**config.mk**
```make
export PLATFORM = sky130hd
export DESIGN_NAME = i_fetch_buf
export DESIGN_NICKNAME = d
export VERILOG_FILES = /design/src/rtl/i_fetch_buf_pkg.sv /design/src/rtl/i_fetch_buf_fifo.sv /design/src/rtl/i_fetch_buf.sv
export SDC_FILE = /design/constraint.sdc
export NUM_CORES = 1
export LEC_CHECK = 0
export CAP_MARGIN = 5
export CORE_UTILIZATION = 29
export CTS_CLUSTER_SIZE = 8
export DETAILED_ROUTE_END_ITERATION = 7
export PLACE_DENSITY = 0.45
export SYNTH_ARGS = -nofsm -noshare
export SYNTH_HDL_FRONTEND = slang
export SYNTH_SLANG_ARGS = --single-unit
```
**constraint.sdc**
```tcl
create_clock -name clk -period 4.7 [get_ports clk]
set_input_delay 0.47 -clock clk [delete_from_list [all_inputs] [get_ports clk]]
set_output_delay 0.47 -clock clk [all_outputs]
set_load 0.05 [all_outputs]
```
**src/rtl/i_fetch_buf_pkg.sv**
```systemverilog
`default_nettype none
// ============================================================================
// Module   : i_fetch_buf_pkg
// Desc     : Shared state encoding and defaults for the i_fetch_buf IF stage.
// Revision : 1.0 - initial release
// ============================================================================
package i_fetch_buf_pkg;

    typedef enum logic [1:0] {
        ST_IDLE  = 2'd0,
        ST_WAIT  = 2'd1,
        ST_DRAIN = 2'd2
    } fetch_state_t;

    localparam int C_PC_INC_DEFAULT = 4;

endpackage : i_fetch_buf_pkg
`default_nettype wire

```
**src/rtl/i_fetch_buf_fifo.sv**
```systemverilog
`default_nettype none
// ============================================================================
// Module   : i_fetch_buf_fifo
// Desc     : Power-of-two fetch queue with push, pop, flush, occupancy, head.
// Revision : 1.0 - initial release
// ============================================================================
module i_fetch_buf_fifo #(
    parameter int WIDTH = 64,
    parameter int DEPTH = 4
) (
    input  logic                     clk,
    input  logic                     rst,
    input  logic                     i_push,
    input  logic [WIDTH-1:0]         i_push_data,
    input  logic                     i_pop,
    input  logic                     i_flush,
    output logic [$clog2(DEPTH):0]   o_count,
    output logic [WIDTH-1:0]         o_head
);

    localparam int c_ptr_w = $clog2(DEPTH);
    localparam logic [c_ptr_w-1:0] c_ptr_one = {{(c_ptr_w-1){1'b0}}, 1'b1};
    localparam logic [c_ptr_w:0]   c_cnt_one = {{c_ptr_w{1'b0}}, 1'b1};

    logic [WIDTH-1:0]   r_mem [DEPTH];
    logic [c_ptr_w-1:0] r_wr_ptr;
    logic [c_ptr_w-1:0] r_rd_ptr;
    logic [c_ptr_w:0]   r_count;

    // Pointers wrap naturally because DEPTH is a power of two.
    always_ff @(posedge clk) begin
        if (rst || i_flush) begin
            r_wr_ptr <= '0;
            r_rd_ptr <= '0;
            r_count  <= '0;
        end else begin
            if (i_push) r_wr_ptr <= r_wr_ptr + c_ptr_one;
            if (i_pop)  r_rd_ptr <= r_rd_ptr + c_ptr_one;
            unique case ({i_push, i_pop})
                2'b10:   r_count <= r_count + c_cnt_one;
                2'b01:   r_count <= r_count - c_cnt_one;
                default: r_count <= r_count;
            endcase
        end
    end

    always_ff @(posedge clk) begin
        if (i_push && !i_flush) begin
            r_mem[r_wr_ptr] <= i_push_data;
        end
    end

    assign o_count = r_count;
    assign o_head  = r_mem[r_rd_ptr];

endmodule : i_fetch_buf_fifo
`default_nettype wire

```
**src/rtl/i_fetch_buf.sv**
```systemverilog
`default_nettype none
// ============================================================================
// Module   : i_fetch_buf
// Desc     : IF stage: PC, single-outstanding imem request FSM, fetch queue,
//            IF_ID register with stall and branch-redirect flush.
// Revision : 1.0 - initial release
// ============================================================================
module i_fetch_buf
    import i_fetch_buf_pkg::*;
#(
    parameter int              DATA_W   = 32,
    parameter int              ADDR_W   = 32,
    parameter int              DEPTH    = 4,
    parameter int              PC_INC   = C_PC_INC_DEFAULT,
    parameter logic [ADDR_W-1:0] RESET_PC = '0
) (
    input  logic              clk,
    input  logic              rst,
    input  logic              EX_MEM_PCSrc,
    input  logic [ADDR_W-1:0] EX_MEM_NPC,
    input  logic              id_stall,
    output logic              imem_req,
    output logic [ADDR_W-1:0] imem_addr,
    input  logic              imem_ack,
    input  logic              imem_rvalid,
    input  logic [DATA_W-1:0] imem_rdata,
    output logic              IF_ID_valid,
    output logic [DATA_W-1:0] IF_ID_instr,
    output logic [ADDR_W-1:0] IF_ID_npc
);

    localparam int c_cnt_w   = $clog2(DEPTH) + 1;
    localparam int c_entry_w = DATA_W + ADDR_W;
    localparam logic [c_cnt_w-1:0] c_depth  = c_cnt_w'(DEPTH);
    localparam logic [ADDR_W-1:0]  c_pc_inc = ADDR_W'(PC_INC);

    fetch_state_t r_state;
    fetch_state_t w_state_nxt;

    logic [ADDR_W-1:0]    r_pc;
    logic [ADDR_W-1:0]    r_pend_npc;
    logic                 r_if_id_valid;
    logic [DATA_W-1:0]    r_if_id_instr;
    logic [ADDR_W-1:0]    r_if_id_npc;

    logic [c_cnt_w-1:0]   w_count;
    logic [c_entry_w-1:0] w_head;
    logic                 w_req;
    logic                 w_issue;
    logic                 w_push;
    logic                 w_pop;
    logic                 w_empty;

    // A slot is reserved at issue time, so a returning word always fits.
    assign w_req   = !rst && (r_state == ST_IDLE) && (w_count < c_depth);
    assign w_issue = w_req && imem_ack;
    assign w_push  = (r_state == ST_WAIT) && imem_rvalid && !EX_MEM_PCSrc;
    assign w_empty = (w_count == '0);
    assign w_pop   = !EX_MEM_PCSrc && !id_stall && !w_empty;

    always_comb begin
        w_state_nxt = r_state;
        unique case (r_state)
            ST_IDLE: begin
                if (w_issue) w_state_nxt = EX_MEM_PCSrc ? ST_DRAIN : ST_WAIT;
            end
            ST_WAIT: begin
                if (imem_rvalid)       w_state_nxt = ST_IDLE;
                else if (EX_MEM_PCSrc) w_state_nxt = ST_DRAIN;
            end
            ST_DRAIN: begin
                if (imem_rvalid) w_state_nxt = ST_IDLE;
            end
            default: w_state_nxt = ST_IDLE;
        endcase
    end

    always_ff @(posedge clk) begin
        if (rst) begin
            r_state    <= ST_IDLE;
            r_pc       <= RESET_PC;
            r_pend_npc <= '0;
        end else begin
            r_state <= w_state_nxt;
            if (w_issue) r_pend_npc <= r_pc + c_pc_inc;
            // Redirect takes precedence over the sequential increment.
            if (EX_MEM_PCSrc) r_pc <= EX_MEM_NPC;
            else if (w_issue) r_pc <= r_pc + c_pc_inc;
        end
    end

    always_ff @(posedge clk) begin
        if (rst) begin
            r_if_id_valid <= 1'b0;
            r_if_id_instr <= '0;
            r_if_id_npc   <= '0;
        end else if (EX_MEM_PCSrc) begin
            r_if_id_valid <= 1'b0;
        end else if (!id_stall) begin
            r_if_id_valid <= !w_empty;
            if (!w_empty) begin
                r_if_id_instr <= w_head[c_entry_w-1:ADDR_W];
                r_if_id_npc   <= w_head[ADDR_W-1:0];
            end
        end
    end

    i_fetch_buf_fifo #(
        .WIDTH (c_entry_w),
        .DEPTH (DEPTH)
    ) u_fifo (
        .clk         (clk),
        .rst         (rst),
        .i_push      (w_push),
        .i_push_data ({imem_rdata, r_pend_npc}),
        .i_pop       (w_pop),
        .i_flush     (EX_MEM_PCSrc),
        .o_count     (w_count),
        .o_head      (w_head)
    );

    assign imem_req    = w_req;
    assign imem_addr   = r_pc;
    assign IF_ID_valid = r_if_id_valid;
    assign IF_ID_instr = r_if_id_instr;
    assign IF_ID_npc   = r_if_id_npc;

endmodule : i_fetch_buf
`default_nettype wire

```
==> results of run 1 <==
-- cells in the final DEF (no fill, tap or decap), types with 11 or more instances in the layout --
cell and instances:
nand3_1 18, nand2_1 156, a211oi_1 26, o31ai_1 18, clkbuf_1 42, clkbuf_16 57
mux4_2 64, inv_1 11, edfxtp_1 256, nor3_1 12, buf_4 14, a311oi_1 23
clkdlybuf4s50_1 166, nor2_1 66, or4_1 16, nor4_1 11, dfxtp_1 136, nand4_1 16
a21oi_1 76, xnor2_1 16
-- layer usage --
layer  GRT usage  share of wire  up-vias
met4      0.0458          0.025        0
met1       0.199           0.46     4805
li1            -              -     4557
met3      0.0326          0.046       63
met5           0              0        -
met2       0.240           0.47      201
-- kinds of logic (layout without fill, tap and decap cells) --
group | Yosys count | after routing
compound gates | 170 | 170
fa+ha+maj | 7 | 7
xor+xnor | 26 | 26
flops | 394 | 394
simple gates | 348 | 348
buf+inv | 95 | 299
mux | 67 | 67
-- per-stage QoR --
step,setup WS [ns],hold WS [ns],cells
2_1_floorplan,1.66,0.454,1107
3_3_place_gp,1.41,0.443,1898
3_5_place_dp,1.40,0.447,1898
4_1_cts,1.45,0.431,1999
5_1_grt,1.41,0.468,1999
6_report,1.51,0.452,1999
-- critical path, stage by stage (launching register included) --
cell,delay [ns]
dfxtp_1,0.34
or4_4,0.68
inv_2,0.25
clkdlybuf4s50_1,0.88
-- worst min-delay path by stage --
stage                                             end  cells past startpoint
after floorplan               r_state[0]$_SDFFE_PP0P_                      1
after global placement     IF_ID_npc[30]$_SDFFE_PP0P_                      2
after detailed placement  IF_ID_instr[5]$_SDFFE_PP0P_                      2
after CTS                  imem_addr[16]$_SDFFE_PP0P_                      3
after global routing      IF_ID_instr[5]$_SDFFE_PP0P_                      2
final                     IF_ID_instr[5]$_SDFFE_PP0P_                      2
-- final cells by class --
class	count	area [um2]	share of cell area
multi-input cells	618	4600	0.237
inverters	14	52.6	0.00271
clock buffers	100	1600	0.0823
flip-flops and latches	394	10500	0.538
repair buffers	184	1850	0.0951
clock inverters	1	5.00	0.000258
well taps	688	861	0.0443
-- power breakdown --
group          internal (uW)  switching (uW)  leakage, uW
sequential              3730            80.5      0.00350
combinational            136             204      0.00173
clock                   2250            1430     0.000763
-- state kept, by name, summed over array words and instances, names as in the netlist --
register,count
IF_ID_npc,32
u_fifo.o_count,3
r_state,2
IF_ID_instr,32
imem_addr,32
u_fifo.r_rd_ptr,2
u_fifo.r_wr_ptr,2
IF_ID_valid,1
u_fifo.r_mem,256
r_pend_npc,32
==> results.md, run 1 <==
- Via count: a little under 10000
- Initial core utilization: 0.294
- Syn nets: 1184
- GP Congestion: 0.790
- Reg2reg start: u_fifo.o_count[2]$_SDFFE_PP0P_
- Reg2Reg Depth: 10
- R2r endpoint: u_fifo.o_count[2]$_SDFFE_PP0P_
- Post-synth EDFFs: 256
- Critical Path End: imem_req
- # rows: 84
- Mapped cell area: between 0.015 and 0.02 mm2
- Top_reg_cell synth: edfxtp_1
- Post-CTS setup buffers: 0
- Area leader, netlist: edfxtp_1
- Drt drc: 0
- Worst Setup End Kind: primary output
- CTS sink count: between 300 and 400
- Post-CTS sizing: 0
- Post-layout util: 0.370
- Final setup TNS: 0 ns
- Pin count of the biggest net entering global routing: 80
- WL per Instance: about 20 um
- CP startpoint: r_state[0]$_SDFFE_PP0P_
- Critical Path AT: 2.72 ns
- Worst-Margin Slew: about 1 ns
- Fin. Hold Viols: 0
- Die Width: 233 um
- Io pins: 168
- Syn Inst Count: ~1100
- Slew Limit Fails: 0
- Total Routing Usage GR: 0.149
- Post-synthesis sequential area ratio: 0.677
- Area fraction in compound gates after synthesis: 0.0714
- Die area: roughly 0.054 mm2
- Yosys top cell area share: 0.498
- Core Region: 0.0526 mm2
- Iteration-0 DRC Markers: 499
- Post-Synth XOR/XNOR Area: 0.0148
- Area Growth Syn to Fin: 25.8%
- Fill count: 5126
- Asr flop ratio synth: 0
- Vias per cell: 4.82
- Simple-gate portion of the synthesized area: 0.110
- Max Fclk: 314 MHz
- Most frequent cell after synthesis: edfxtp_1
- Placed inst area: 0.0178 mm2
- RSZ-0062 raised after global routing: false
- Vias in the first global route: 9934
- Worst skew pair latency: 0.58 ns
- Worst hold start: IF_ID_instr[5]$_SDFFE_PP0P_
- Kind of critical path: flop to primary output
- Max IR drop VDD: 0.275 mV
- CTS Hold Bufs: 0
- CP startpoint kind: flop
- Router iterations before antenna repair: 5
- Largest family of logic cells by synthesized area: simple AND/OR/NAND/NOR gates
- Ranking of synthesized cells by area: edfxtp_1 (50%), dfxtp_1 (18%), mux4_2 (9.3%)
- Synth cell types: 53
- Flops & latches, synth: between 300 and 400
- Worst reg2reg setup slack: 1.94 ns
- Post-synthesis mux area share: 0.0954
- Design Power: 7840 uW
- Max Fanout on Critical Path: 12
- First-pass GRT wire length: 61000 um
- TritonCTS clock tree: built
- Crit path time final: 3.19 ns
- Final nets: 1344
- Pwr dens: 404 mW/mm2
- Worst path required time: 4.23 ns
- Final WL: 39700 um
- Chip height: 233 um
- Max H-tree Level: 2
- Buffers on Ports: 167
- Setup violators final: 0
- Slew headroom: 0.349
- Ratio of cells with drive above 1 in the final layout: 0.121
- Dpl hpwl: 23500 um
- Maxcap violations: 0
- Clock Path Buffers: 3
- Clock Skews: 0.0173 ns
- Initial antenna violation count: 0
- Synth top cells by count: edfxtp_1 (256), nand2_1 (156), dfxtp_1 (138)
- Synthesized-area fraction occupied by adder cells: 0.00616
- YS warnings: 0
- Status: finished clean
- Leakage: 0.00600 uW
- Routed Antenna Nets: 0
- N_diodes: 0
- Finished Cell Area: 0.0194 mm2
- Worst hold path class: flop to flop
- Clk slew on worst S/H paths: 0.05 ns
- Num CTS Buffers: 55
- Fin crit share: 0.678
- GRT overflow: 0
- Syn avg cell area: around 14 um2
- Root Driver: clkbuf_16
Note: power is estimated with default switching activity, not from simulation.
==> run 2, diff against run 1 <==
--- a/config.mk
+++ b/config.mk
@@ -9,7 +9,7 @@
 export CORE_UTILIZATION = 29
 export CTS_CLUSTER_SIZE = 8
 export DETAILED_ROUTE_END_ITERATION = 7
-export PLACE_DENSITY = 0.45
+export PLACE_DENSITY = 0.46
 export SYNTH_ARGS = -nofsm -noshare
 export SYNTH_HDL_FRONTEND = slang
 export SYNTH_SLANG_ARGS = --single-unit
==> constraint.sdc (replaced) <==
create_clock -name clk -period 2.7 [get_ports clk]
set_input_delay 0.27 -clock clk [delete_from_list [all_inputs] [get_ports clk]]
set_output_delay 0.27 -clock clk [all_outputs]
set_load 0.05 [all_outputs]
==> run 2 against run 1 <==
  * Hold slack got worse by 0.19 ns
  * Final cell count rose by 1.4%
  * Utilization is 0.49 points higher
  * Clock power is 73% higher
  * Largest cell class unchanged
  * First-iteration DRC count up 1.4%
  * Clock-buffer cell count fell by 2
  * Non-clock buffer count grew 29
==> results.md, run 2 (synthesis gave the netlist of run 1 again) <==
- Worst path top cell family by delay: buffers and inverters (unchanged)
- Final nets: 1373 (was 1344)
- Clock Path Buffers: 3 (unchanged)
- Crit path time final: 2.33 ns
- Most frequent cells in the layout: edfxtp_1 (256), clkdlybuf4s50_1 (165), nand2_1 (156) (was edfxtp_1 (256), clkdlybuf4s50_1 (166), nand2_1 (156))
- Drt drc: 0 (unchanged)
- Routed Antenna Nets: 0 (unchanged)
- Iteration-0 DRC Markers: 506 (was 499)
- Dpl hpwl: 23500 um (about the same)
- Io pins: 168 (unchanged)
- Vias per cell: 4.81 (was 4.82)
- Cells along the critical path: clkdlybuf4s50_1 (was or4_4 > inv_2 > clkdlybuf4s50_1)
- Largest Register: u_fifo.r_mem (unchanged)
- # rows: 84 (unchanged)
- Critical Path AT: 2.06 ns (was 2.72 ns)
- Ratio of cells with drive above 1 in the final layout: 0.140 (was 0.121)
- Worst hold path class: input port to flop (was flop to flop)
- Multi-input gate area: 0.00460 mm2 (unchanged)
- Setup violators final: 0 (unchanged)
- TritonCTS clock tree: built (unchanged)
- Post-CTS sizing: 0 (unchanged)
- Router iterations before antenna repair: 5 (unchanged)
- Maxcap violations: 0 (unchanged)
- Final worst slack: 0.368 ns (was 1.51 ns)
- First-pass GRT wire length: 61100 um (was 61000 um)
- GP Congestion: 0.793 (was 0.790)
- Final setup TNS: 0 ns (unchanged)
- Slew Limit Fails: 0 (unchanged)
- Fin. Hold Viols: 0 (unchanged)
- Total Routing Usage GR: 0.150 (was 0.149)
- Max Fanout on Critical Path: 8 (was 12)
- Clock Skews: 0.0292 ns (was 0.0173 ns)
- Max reg flops: 256 (unchanged)
- Crit path largest cell delay: 0.89 ns (was 0.88 ns)
- Num CTS Buffers: 55 (unchanged)
- WL per Instance: 19.8 um (was 19.9 um)
- N_diodes: 0 (unchanged)
- Place WS: 0.113 ns (was 1.40 ns)
- Buffers on Ports: 167 (unchanged)
- Final WL: 40100 um (was 39700 um)
- Max H-tree Level: 2 (unchanged)
- Chip height: 233 um (unchanged)
- Leakage: 0.00615 uW (was 0.00600 uW)
- Initial antenna violation count: 0 (unchanged)
- Max IR drop VDD: 0.535 mV (was 0.275 mV)
- Core Region: 0.0526 mm2 (unchanged)
- Worst-path cell with the longest stage delay: clkdlybuf4s50_1 (unchanged)
- Die Width: 233 um (unchanged)
- Status: finished clean (unchanged)
- WP buf/inv: 1 (was 2)
- CTS sink count: 394 (unchanged)
- Slew headroom: 0.424 (was 0.349)
- Fin crit share: 0.864
- Post-CTS setup buffers: 0 (unchanged)
- Worst skew pair latency: 0.59 ns (was 0.58 ns)
- Worst-Margin Slew: 0.864 ns (was 0.977 ns)
- Max Fclk: 429 MHz
- Root Driver: clkbuf_16 (unchanged)
- Fill count: 5105 (was 5126)
- Register area: 0.0105 mm2 (unchanged)
- Clk slew on worst S/H paths: 0.05 ns (about the same)
- GRT overflow: 0 (unchanged)
- Most common cell after layout, fill and taps aside: edfxtp_1 (unchanged)
- Worst path required time: 2.43 ns (was 4.23 ns)
- Via count: 9748 (was 9626)
- Kind of critical path: flop to primary output (unchanged)
- Initial core utilization: 0.294 (unchanged)
- RSZ-0062 raised after global routing: false (unchanged)
- Worst Setup End Kind: primary output (unchanged)
- CP startpoint kind: flop (unchanged)
- Area Growth Syn to Fin: 27.5% (was 25.8%)
- Die area: 0.0541 mm2 (unchanged)
- CTS Hold Bufs: 0 (unchanged)
- Vias in the first global route: 9823 (was 9934)
- Pwr dens: 693 mW/mm2 (was 404 mW/mm2)
- Pin count of the biggest net entering global routing: 135 (was 80)
==> run 2: cell count changes in the layout (fill, tap and decap cells not counted) <==
| cell | change |
|---|---|
| buf_4 | +26 |
| clkinv_16 | +1 |
| clkbuf_16 | -1 |
| buf_12 | +4 |
| clkdlybuf4s50_1 | -1 |
| clkbuf_8 | -1 |
==> run 2: through the flow <==
step	util	cell area, um2	instances	hold slack, ns	total power (uW)
2_1_floorplan	-	15400	1107	0.369	7040
3_3_place_gp	0.344	18100	1927	0.442	7380
3_5_place_dp	0.344	18100	1927	0.446	7390
4_1_cts	0.374	19700	2027	0.215	13900
5_1_grt	0.374	19700	2027	0.246	14200
6_report	0.374	19700	2027	0.264	13600
==> run 2: routing by layer <==
metal	GRT usage	routed length, um	vias to the layer above
met4	0.0492	981	0
met1	0.205	18700	4825
li1	-	-	4617
met5	0	0	-
met3	0.0315	2000	66
met2	0.235	18400	240
==> run 2: power by group <==
| part | switching [uW] | internal, uW | total [uW] |
|---|---|---|---|
| logic | 390 | 262 | 652 |
| clock network | 2520 | 3850 | 6380 |
| registers | 114 | 6500 | 6610 |
==> run 2: worst paths after layout <==
check | start | to | slack [ns] | cells after the start
min reg2reg | IF_ID_instr[18]$_SDFFE_PP0P_ | IF_ID_instr[18]$_SDFFE_PP0P_ | 0.45 | 2
max reg2reg | imem_addr[3]$_SDFFE_PP0P_ | imem_addr[24]$_SDFFE_PP0P_ | 0.38 | 6
max | imem_addr[25]$_SDFFE_PP0P_ | imem_addr[25] | 0.37 | 1
min | EX_MEM_NPC[4] | imem_addr[4]$_SDFFE_PP0P_ | 0.26 | 3
==> run 2: layout make-up <==
class | instances | share of cell area
Clock inverter | 2 | 0.00178
Multi-Input combinational cell | 618 | 0.234
Timing Repair Buffer | 213 | 0.107
Sequential cell | 394 | 0.531
Tap cell | 688 | 0.0437
Clock buffer | 98 | 0.0792
Inverter | 14 | 0.00267
